File: src/rtl/fp_add_pkg.sv
// Shared definitions for the single-precision adder sequencer:
// FSM state encoding, exception-flag bit positions and default widths.
package fp_add_pkg;

  localparam int FLAG_W_DEF = 5;

  // Exception flag vector layout {invalid, div0, ovf, unf, inexact}
  localparam int FLG_INV = 4;
  localparam int FLG_DZ  = 3;
  localparam int FLG_OVF = 2;
  localparam int FLG_UNF = 1;
  localparam int FLG_NX  = 0;

  typedef enum logic [2:0] {
    S_IDLE  = 3'd0,
    S_ALIGN = 3'd1,
    S_ADD   = 3'd2,
    S_NORM  = 3'd3,
    S_ROUND = 3'd4,
    S_UPD   = 3'd5,
    S_DONE  = 3'd6
  } seq_state_t;

endpackage

File: src/rtl/fp_add_seq_flag_reg.sv
// Exception flag register: cleared when a new operand pair is accepted,
// loaded from the datapath status at exponent update. An exact-zero
// result masks ovf/unf/inexact. invalid/div0 are reserved and held 0.
module fp_add_seq_flag_reg
  import fp_add_pkg::*;
#(
  parameter int FLAG_W = FLAG_W_DEF
) (
  input  logic              clk,
  input  logic              rst,
  input  logic              clear,
  input  logic              capture,
  input  logic              dp_zero_res,
  input  logic              dp_max_exp,
  input  logic              dp_underflow,
  input  logic              dp_inexact,
  output logic [FLAG_W-1:0] flags,
  output logic              zero_res
);

  // Flag capture/clear with zero-result masking
  // NOTE: sequential state uses non-blocking assignments so every register samples pre-edge values.
  always_ff @(posedge clk or posedge rst) begin
    if (rst) begin
      flags    <= '0;
      zero_res <= 1'b0;
    end else if (clear) begin
      flags    <= '0;
      zero_res <= 1'b0;
    end else if (capture) begin
      flags    <= '0;
      zero_res <= dp_zero_res;
      if (!dp_zero_res) begin
        flags[FLG_OVF] <= dp_max_exp;
        flags[FLG_UNF] <= dp_underflow & dp_inexact;
        flags[FLG_NX]  <= dp_inexact | dp_max_exp;
      end
    end
  end

endmodule

File: src/rtl/fp_add_sequencer.sv
// Multi-cycle controller for the single-precision adder datapath.
// Sequences ALIGN -> ADD -> NORM -> ROUND -> UPD -> DONE with one-hot,
// registered stage enables; round overflow may trigger up to MAX_RENORM
// extra NORM/ROUND passes. Optional feature macro: FP_ADD_SEQ_PERF_CNT_EN
// adds saturating op_count / stall_count outputs.
module fp_add_sequencer
  import fp_add_pkg::*;
#(
  parameter int FLAG_W     = FLAG_W_DEF,
  parameter int MAX_RENORM = 1,
  parameter int CNT_W      = 16
) (
  input  logic              clk,
  input  logic              rst,
  input  logic              in_valid,
  output logic              in_ready,
  output logic              out_valid,
  input  logic              out_ready,
  output logic              en_align,
  output logic              en_add,
  output logic              en_norm,
  output logic              en_round,
  output logic              en_expupd,
  input  logic              dp_ovf_rnd,
  input  logic              dp_zero_res,
  input  logic              dp_max_exp,
  input  logic              dp_min_exp,
  input  logic              dp_underflow,
  input  logic              dp_inexact,
  output logic [FLAG_W-1:0] flags,
  output logic              zero_res,
  output logic              busy
`ifdef FP_ADD_SEQ_PERF_CNT_EN
  ,
  output logic [CNT_W-1:0]  op_count,
  output logic [CNT_W-1:0]  stall_count
`endif
);

  localparam int RN_W = (MAX_RENORM < 1) ? 1 : $clog2(MAX_RENORM + 1);

  seq_state_t      state;
  logic [RN_W-1:0] rn_cnt;
  logic            accept;

  assign accept = (state == S_IDLE) && in_valid && in_ready;

  // Min-exponent saturation is already folded into dp_underflow upstream.
  logic unused_dp_min_exp;
  assign unused_dp_min_exp = dp_min_exp;

  // Sequencing FSM with registered handshake, busy and one-hot enables
  always_ff @(posedge clk or posedge rst) begin
    if (rst) begin
      state     <= S_IDLE;
      in_ready  <= 1'b1;
      out_valid <= 1'b0;
      busy      <= 1'b0;
      rn_cnt    <= '0;
      en_align  <= 1'b0;
      en_add    <= 1'b0;
      en_norm   <= 1'b0;
      en_round  <= 1'b0;
      en_expupd <= 1'b0;
    end else begin
      en_align  <= 1'b0;
      en_add    <= 1'b0;
      en_norm   <= 1'b0;
      en_round  <= 1'b0;
      en_expupd <= 1'b0;
      case (state)
        S_IDLE: begin
          if (in_valid && in_ready) begin
            state    <= S_ALIGN;
            in_ready <= 1'b0;
            busy     <= 1'b1;
            rn_cnt   <= '0;
            en_align <= 1'b1;
          end
        end
        S_ALIGN: begin
          state  <= S_ADD;
          en_add <= 1'b1;
        end
        S_ADD: begin
          state   <= S_NORM;
          en_norm <= 1'b1;
        end
        S_NORM: begin
          state    <= S_ROUND;
          en_round <= 1'b1;
        end
        S_ROUND: begin
          if (dp_ovf_rnd && (rn_cnt < RN_W'(MAX_RENORM))) begin
            state   <= S_NORM;
            rn_cnt  <= rn_cnt + RN_W'(1);
            en_norm <= 1'b1;
          end else begin
            state     <= S_UPD;
            en_expupd <= 1'b1;
          end
        end
        S_UPD: begin
          state     <= S_DONE;
          out_valid <= 1'b1;
          busy      <= 1'b0;
        end
        S_DONE: begin
          // Completing a result never restarts in the same cycle.
          if (out_ready) begin
            state     <= S_IDLE;
            out_valid <= 1'b0;
            in_ready  <= 1'b1;
          end
        end
        default: begin
          state     <= S_IDLE;
          in_ready  <= 1'b1;
          out_valid <= 1'b0;
          busy      <= 1'b0;
        end
      endcase
    end
  end

  fp_add_seq_flag_reg #(.FLAG_W(FLAG_W)) u_flag_reg (
    .clk          (clk),
    .rst          (rst),
    .clear        (accept),
    .capture      (state == S_UPD),
    .dp_zero_res  (dp_zero_res),
    .dp_max_exp   (dp_max_exp),
    .dp_underflow (dp_underflow),
    .dp_inexact   (dp_inexact),
    .flags        (flags),
    .zero_res     (zero_res)
  );

`ifdef FP_ADD_SEQ_PERF_CNT_EN
  // Saturating counters for completed results and back-pressure cycles
  always_ff @(posedge clk or posedge rst) begin
    if (rst) begin
      op_count    <= '0;
      stall_count <= '0;
    end else if (state == S_DONE) begin
      if (out_ready && (op_count != '1)) begin
        op_count <= op_count + CNT_W'(1);
      end
      if (!out_ready && (stall_count != '1)) begin
        stall_count <= stall_count + CNT_W'(1);
      end
    end
  end
`else
  localparam int unused_cnt_w = CNT_W;
`endif

endmodule
File: config.mk
export PLATFORM = sky130hd
export DESIGN_NAME = fp_add_sequencer
export DESIGN_NICKNAME = d
export VERILOG_FILES = /design/src/rtl/fp_add_pkg.sv /design/src/rtl/fp_add_seq_flag_reg.sv /design/src/rtl/fp_add_sequencer.sv
export SDC_FILE = /design/constraint.sdc
export NUM_CORES = 1
export LEC_CHECK = 0
export ABC_AREA = 1
export ABC_CLOCK_PERIOD_IN_PS = 1400
export CAP_MARGIN = 20
export CORE_UTILIZATION = 44
export DETAILED_ROUTE_END_ITERATION = 8
export MAX_ROUTING_LAYER = met4
export PLACE_DENSITY = 0.88
export RECOVER_POWER = 100
export SLEW_MARGIN = 20
export SYNTH_ARGS = -nofsm -noshare
export SYNTH_HDL_FRONTEND = slang
export SYNTH_SLANG_ARGS = --single-unit
export TNS_END_PERCENT = 5
File: constraint.sdc
create_clock -name clk -period 1.4 [get_ports clk]
set_clock_uncertainty 0.1 [all_clocks]
set_input_delay 0.28 -clock clk [delete_from_list [all_inputs] [get_ports clk]]
set_output_delay 0.28 -clock clk [all_outputs]
set_load 0.02 [all_outputs]
# After elaboration in Yosys (flattened, before gate mapping)
# Cells that the tools add are included.
# totals
inputBits	10
wordCells	69
reg_bits	18
# op_classes
n_reduce_logical	15
add_sub_neg	1
n_eq_ne	9
n_bitwise	5
magnitude_cmp	1
muxes	26
# op_table
operator	n
one-hot mux 3 bit (7 select lines)	1
OR reduction 5 bit	3
2-to-1 mux 1 bit	14
2-to-1 mux 3 bit	4
2-to-1 mux 5 bit	2
== test 3 bit (second input constant)	3
== test 3 x 2 -> 1 bit (second input constant)	2
one-hot mux 1 bit (2 select lines)	3
one-hot mux 1 bit (3 select lines)	2
AND reduction 2 bit	3
AND reduction 3 bit	2
logical AND 1 bit	4
!= test 2 bit (second input constant)	2
nonzero test 2 bit	2
== test 3 x 1 -> 1 bit (second input constant)	1
zero test 3 bit	1
inverter 1 bit	3
!= test 2 x 1 -> 1 bit (second input constant)	1
adder 1 bit (second input constant)	1
AND 1 bit	1
less-than comparator 1 bit (second input constant)	1
OR 1 bit	1

# Depth between registers and ports, before layout
# Gate-level depths: netlist (run 1).
# logic_depth
depth_word	4
mapped_depth	9
depth_no_buf	8

# By module
# Synthesis (run 1) repeated with hierarchy kept, for this count alone.
# unflattened
hier_cells	84
hier_area_um2	699.4
# by_module_without_submodules
mod	seq_area_each_um2	cells_each	area_each_um2	instances
fp_add_sequencer	301.5	56	489.2	1
fp_add_seq_flag_reg	100.1	28	210.2	1

# Least setup slack after synthesis (run 1)
# OpenSTA, ideal clock, no wires.
# synth_timing
path_type	register to register
from	reg state[2]
to	reg in_ready
path_stages_with_launch	9
t_arrival_ns	1.071
setup_slack_ns	0.153
path_cell_list	dfrtp_1 buf_6 inv_2 ha_1 o21bai_1 nor2_1 nand2_1 nand2_1 nand2_1
# synth_between
elab_chain_cells	4
word_cells_on_any_way	13
cone_classes	eq/ne (8); mux (1); bitwise (1); reduce/logical (3)
# synth_rtl
element	line	source
start: declaration	fp_add_sequencer.sv:42	seq_state_t state;
start signal: assignment	fp_add_sequencer.sv:55	state <= S_IDLE;
start signal: assignment	fp_add_sequencer.sv:74	state <= S_ALIGN;
start signal: assignment	fp_add_sequencer.sv:82	state <= S_ADD;
== test 3 bit (tied with other cells)	fp_add_sequencer.sv:71	case (state)
OR reduction 5 bit (no line)	-	
inverter 1 bit (no line)	-	
AND reduction 3 bit (no line)	-	
end signal: assignment	fp_add_sequencer.sv:56	in_ready <= 1'b1;
end signal: assignment	fp_add_sequencer.sv:75	in_ready <= 1'b0;
end signal: assignment	fp_add_sequencer.sv:113	in_ready <= 1'b1;
end: declaration	fp_add_sequencer.sv:16	output logic in_ready,
# Parallel ways exist; a longest one is shown, timed or not.
# A chain may end at the register's enable or synchronous reset.

# Worst setup path in the final report (run 1)
# layout_timing
from	reg u_flag_reg.flags[1]
to	out flags[1]
# layout_rtl
element	line	source
start: declaration	fp_add_seq_flag_reg.sv:17	output logic [FLAG_W-1:0] flags,
start signal: indexed assignment	fp_add_seq_flag_reg.sv:34	flags[FLG_OVF] <= dp_max_exp;
start signal: indexed assignment	fp_add_seq_flag_reg.sv:35	flags[FLG_UNF] <= dp_underflow & dp_inexact;
start signal: indexed assignment	fp_add_seq_flag_reg.sv:36	flags[FLG_NX] <= dp_inexact | dp_max_exp;
end: declaration	fp_add_sequencer.sv:30	output logic [FLAG_W-1:0] flags,
# No word-level cell between the ends.

==> results of run 1 <==
power groups by stage:
stage | Clock (W) | Sequential, W | Combinational, W
finish | 0.000253 | 0.000795 | 0.00108
global route | 0.000284 | 0.000818 | 0.00122
CTS | 0.000258 | 0.000792 | 0.00108
detailed placement | 0 | 0.000807 | 0.00117
global placement | 0 | 0.000799 | 0.00114
floorplan | 0 | 0.000950 | 0.000618
cell usage in the layout (no fill, tap or decap), types with 3 or more instances in the layout:
master           Yosys  layout
dfrtp_1             15      14
nand2_2              3       3
nand4_1              3       3
clkdlybuf4s50_1      0       7
nand3_1              9       9
buf_4                2       3
clkbuf_4             0       3
clkdlybuf4s15_1      0       5
nor2_1               6       6
dlygate4sd2_1        0       6
nand2_1             16      16
inv_2                3       3
inv_1                7       7
o21ai_1              2       3
metrics by stage:
stage / power, W / TNS [ns] / instance area (um^2) / instances / hold slack [ns]
global route: 0.00232 / -0.00847 / 975 / 122 / 0.430
CTS: 0.00213 / 0 / 970 / 122 / 0.200
global placement: 0.00194 / -0.0808 / 962 / 118 / 0.356
floorplan: 0.00157 / 0 / 749 / 82 / 0.0930
detailed placement: 0.00198 / -0.232 / 962 / 118 / 0.374
finish: 0.00213 / 0 / 975 / 122 / 0.391
area by class of cell:
cell class | count | area share
clock buffer | 4 | 0.0270
inverter | 10 | 0.0385
multi-input combinational | 52 | 0.280
sequential | 16 | 0.413
tap | 16 | 0.0205
timing repair buffer | 24 | 0.221
path summary, 6_finish.rpt:
kind / start / to / slack, ns / depth (start not counted)
max in group asynchronous: rst / in_ready / 0.50 / 3
hold / removal: rst / en_align / 0.39 / 3
min in group clk: out_valid / out_valid / 0.39 / 2
hold reg to reg: out_valid / out_valid / 0.39 / 2
setup / recovery: u_flag_reg.flags[1] / flags[1] / 0.03 / 1
setup reg to reg: in_ready / u_flag_reg.zero_res / 0.10 / 6
sequential cells by signal (all words and copies together), names as in the netlist:
name                 count
en_norm                  1
u_flag_reg.zero_res      1
rn_cnt                   1
state                    3
busy                     1
en_round                 1
out_valid                1
u_flag_reg.flags         3
en_add                   1
en_expupd                1
in_ready                 1
en_align                 1
layer usage:
layer,share of wire,vias to the layer above,wire [um]
met3,0.059,2,82
met1,0.45,270,631
li1,-,307,-
met2,0.49,19,679
met5,0,-,0
met4,0.0043,0,6
what timing repair did:
action                                  CTS  global route
resized for setup                        15             7
endpoints found under the setup margin   12             9
hold buffers                              0             0
setup buffers                             0             0
worst min-delay path, cell delays in order:
cell	delay, ns
dlygate4sd3_1	0.53
inv_1	0.05
clkbuf_2	0.33
cell families after synthesis:
group,count (synthesis),synth area share
buf+inv,14,0.101
fa+ha+maj,1,0.0168
other cells,1,0.00503
simple gates,42,0.289
flops,16,0.539
compound gates,7,0.0503
==> metrics.csv, run 1 <==
metric,value,unit
status,"finished, final reports clean",
WL per Instance,11.5,um
Worst path slowest cell,dfrtp_1,
dpl ws,-0.0781,ns
CTS H-Tree Depth,1,
cell family with most CP delay,flip-flops,
max_cap viols,0,
average size of a mapped cell,9.21,um^2
most frequent cells after synthesis,"nand2_1 (16), dfrtp_1 (15), nand3_1 (9)",
grt met3 use,0.0553,
met2 usage,0.275,
RD Place Congestion,0.775,
Crit path arrival time,0.99,ns
Core Region,1540,um^2
DRT antenna net count,0,
io pins,24,
top-count cell post-synth,nand2_1,
Worst path max stage delay,0.38,ns
CP Max Fanout,2,
Post-synth ARST share,1.00,
Sink Count,16,
clock edge transition at the registers on the reported setup and hold paths,0.09,ns
row count,14,
Syn-to-layout area delta,30.7,%
number of fill cells in the layout,134,
power per cell area,2190,nW/um^2
Final #Nets,118,
endpoints failing setup,0,
Clk network pwr share,0.119,
"Req. time, crit path",1.02,ns
mapped cell area,746,um^2
final cycle utilization of the critical path,0.976,
WL final,1.40,mm
most used routing layer,met2,
fmax,0.732,GHz
total CTS buffers,3,
critical-path cell list,dlygate4sd2_1,
clk buf depth,2,
Cell variety after synth,20,
Net Switching,0.000922,W
area occupied by multi-input gates,273,um^2
Ys Warns,0,
initial antenna violation count,0,
ANT cells,0,
Static Leak,0.519,nW
DR DRC count,0,
first-pass iteration count of the detailed router,4,
Gate power share,0.509,
sw frac,0.432,
Worst Setup End Kind,output pin,
WS Path Type,reg -> out,
1st-iter DRT viols,18,
setup slack after layout,0.0331,ns
share of the synthesized area in the top cell type,0.503,
layout cell share with drive strength beyond 1,0.179,
first-pass GRT wire length,2.46,mm
nature of the critical path startpoint,flop,
DIE AREA,1860,um^2
min Tclk post-route,1.37,ns
die height,43.2,um
vias per inst,4.90,
Cells after Synth,81,
detailed placement HPWL,1.06,mm
sequential power share,0.373,
Die Wd,43.2,um
Starting Density,0.484,
top cell type by total area after synthesis,dfrtp_1,
Synth area leaders,"dfrtp_1 (50%), nand2_1 (8.1%), nand3_1 (6.0%)",
final hold violations,0,
Seq. cell area,403,um^2
CP Buf/Inv Count,1,
Max VDD drop,1.39,mV
GRT Util Overall,0.183,
buffer type at the clock tree root,clkbuf_4,
Finished Core Util,0.632,
Main synth FF type,dfrtp_1,
CTS tree,done,
internal power,0.00121,W
vias in the first global route,557,
met1 GRT Util,0.236,
via count,598,
PortBufs,20,
clock insertion delay at the later pin of the skew report,0.28,ns
sequential share of the synthesized area,0.539,
total gr overflow,0,
number of flops mapped to enable cells by yosys,0,
Slew Limit Fails,0,
Hold WC Path Type,in -> async,
Seq cells post-synth,16,
RSZ-0062 raised after global routing,yes,
pin count of the biggest net entering global routing,17,
(Power assumes the default switching activity.)
==> inputs of run 2 (changes only) <==
- CTS_CLUSTER_SIZE: not set -> 12
- PLACE_DENSITY: 0.88 -> 0.87
- RECOVER_POWER: 100 -> not set
==> metrics.csv, run 2 (same netlist as run 1, synthesis figures left out) <==
metric,value,unit,change
Static Leak,0.522,nW,+0.59%
detailed placement HPWL,1.11,mm,+5.1%
status,"finished, final reports clean",,
vias per inst,5.08,,+3.7%
Worst path max stage delay,0.38,ns,about the same
Sink Count,16,,unchanged
first-pass GRT wire length,2.40,mm,-2.2%
clock insertion delay at the later pin of the skew report,0.29,ns,about the same
placed cells,117,,-0.85%
Hold WC Path Type,in -> async,,
GRT Util Overall,0.179,,-0.00396
max layer used,met4,,
biggest regs,"state (3), u_flag_reg.flags (3)",,
DIE AREA,1860,um^2,unchanged
nature of the critical path startpoint,flop,,
placed cell areas,955,um^2,-0.78%
CP Buf/Inv Count,1,,unchanged
Core Region,1540,um^2,unchanged
final hold violations,0,,unchanged
max_cap viols,0,,unchanged
Final #Nets,117,,-0.85%
routed wl met2,728,um,+7.2%
row count,14,,unchanged
fmax,0.726,GHz,-0.73%
length of routed wiring on met1,606,um,-4.0%
Die Wd,43.2,um,unchanged
Syn-to-layout area delta,32.4,%,
"Req. time, crit path",1.02,ns,about the same
Max VDD drop,1.44,mV,+3.7%
total CTS buffers,3,,unchanged
CTS H-Tree Depth,1,,unchanged
Worst Setup End Kind,output pin,,
"commonest non-fill, non-tap cells in the layout","nand2_1 (16), dfrtp_1 (13), nand3_1 (9)",,
die height,43.2,um,unchanged
"most common cell after layout, fill and taps aside",nand2_1,,
WL final,1.42,mm,+1.4%
final cycle utilization of the critical path,0.984,,+0.00721
CTS tree,done,,
clk buf depth,2,,unchanged
initial antenna violation count,0,,unchanged
min Tclk post-route,1.38,ns,+0.0101 ns
WL per Instance,11.7,um,+2.2%
via count,615,,+2.8%
vias in the first global route,582,,+4.5%
total gr overflow,0,,unchanged
final instance area,987,um^2,+1.3%
Crit path arrival time,1.00,ns,about the same
pin count of the biggest net entering global routing,17,,unchanged
cts hold-fix bufs,0,,unchanged
Worst path slowest cell,dfrtp_1,,
clock edge transition at the registers on the reported setup and hold paths,0.09,ns,about the same
final std cells w/o fill,121,,-0.82%
WS Path Type,reg -> out,,
PortBufs,20,,unchanged
power per cell area,2230,nW/um^2,+1.9%
ANT cells,0,,unchanged
cell family with most CP delay,flip-flops,,
1st-iter DRT viols,12,,-6
Power Total,0.00220,W,+3.2%
DR WL met3,72,um,-12%
Starting Density,0.484,,unchanged
endpoints failing setup,0,,unchanged
DRT antenna net count,0,,unchanged
RD Place Congestion,0.799,,+3.1%
critical-path cell list,dlygate4sd2_1,,
buffer type at the clock tree root,clkbuf_4,,
RSZ-0062 raised after global routing,no,,
layout cell share with drive strength beyond 1,0.190,,+0.0112
io pins,24,,unchanged
DR DRC count,0,,unchanged
Slew Limit Fails,0,,unchanged
first-pass iteration count of the detailed router,4,,unchanged
CP Max Fanout,2,,unchanged
## run 2: cell types whose count changed in the layout (fill, tap and decap cells not counted), sizes merged
cell	previous run	this run
clkbuf	5	4
clkdlybuf4s50	7	8
dlygate4sd3	1	0
## run 2: metal layers
layer	global-route usage	vias up
li1	-	309
met4	0.0545	0
met3	0.0638	2
met1	0.215	290
met2	0.281	14
met5	-	-
## run 2: worst paths after layout
kind	cells after the start	to	slack, ns	from
worst min register to register	2	out_valid	0.38	out_valid
worst min-delay path	3	u_flag_reg.zero_res	0.18	rst
worst max register to register	6	in_ready	0.11	state[0]
min in group clk	2	out_valid	0.38	out_valid
max in group asynchronous	3	in_ready	0.77	rst
worst max-delay path	1	flags[1]	0.02	u_flag_reg.flags[1]
## run 2: cell type report
cell class              instances  area (um^2)
inverters                      10         37.5
repair buffers                 23          216
fillers                       127          554
well taps                      16         20.0
multi-input cells              52          273
clock buffers                   4         36.3
flip-flops and latches         16          404
## run 2: where the power goes
| group | internal, W | switching [W] |
|---|---|---|
| Clock | 0.000159 | 0.000151 |
| Sequential | 0.000674 | 0.000132 |
| Combinational | 0.000430 | 0.000653 |
## run 2: tightest hold or removal path, delay by kind of cell
| kind | cells | cell delay (ns) |
|---|---|---|
| buffers and inverters | 3 | 0.67 |
## run 2: timing repair
action                                 in CTS  in global routing
buffers inserted                            0                  0
setup endpoints to repair                  12                 10
endpoints found under the hold margin       0                  0
cloned                                      0                  0
pin swaps                                   0                  1
resized for setup                          15                  9
## run 2: per-stage QoR
| stage | setup WS, ns | utilization | setup TNS [ns] | hold slack [ns] |
|---|---|---|---|---|
| after global routing | 0.00224 | 0.640 | 0 | 0.207 |
| after CTS | 0.00371 | 0.631 | 0 | 0.190 |
| final | 0.0230 | 0.640 | 0 | 0.184 |
| after floorplan | 0.153 | - | 0 | 0.0930 |
| after detailed placement | -0.0997 | 0.619 | -0.187 | 0.362 |
| after global placement | -0.0940 | 0.619 | -0.0949 | 0.357 |
==> inputs of run 3 (changes only) <==
- TNS_END_PERCENT: 5 -> not set
==> results of run 3 <==
Same layout as run 2: the final DEF is identical, and so are final timing and power.
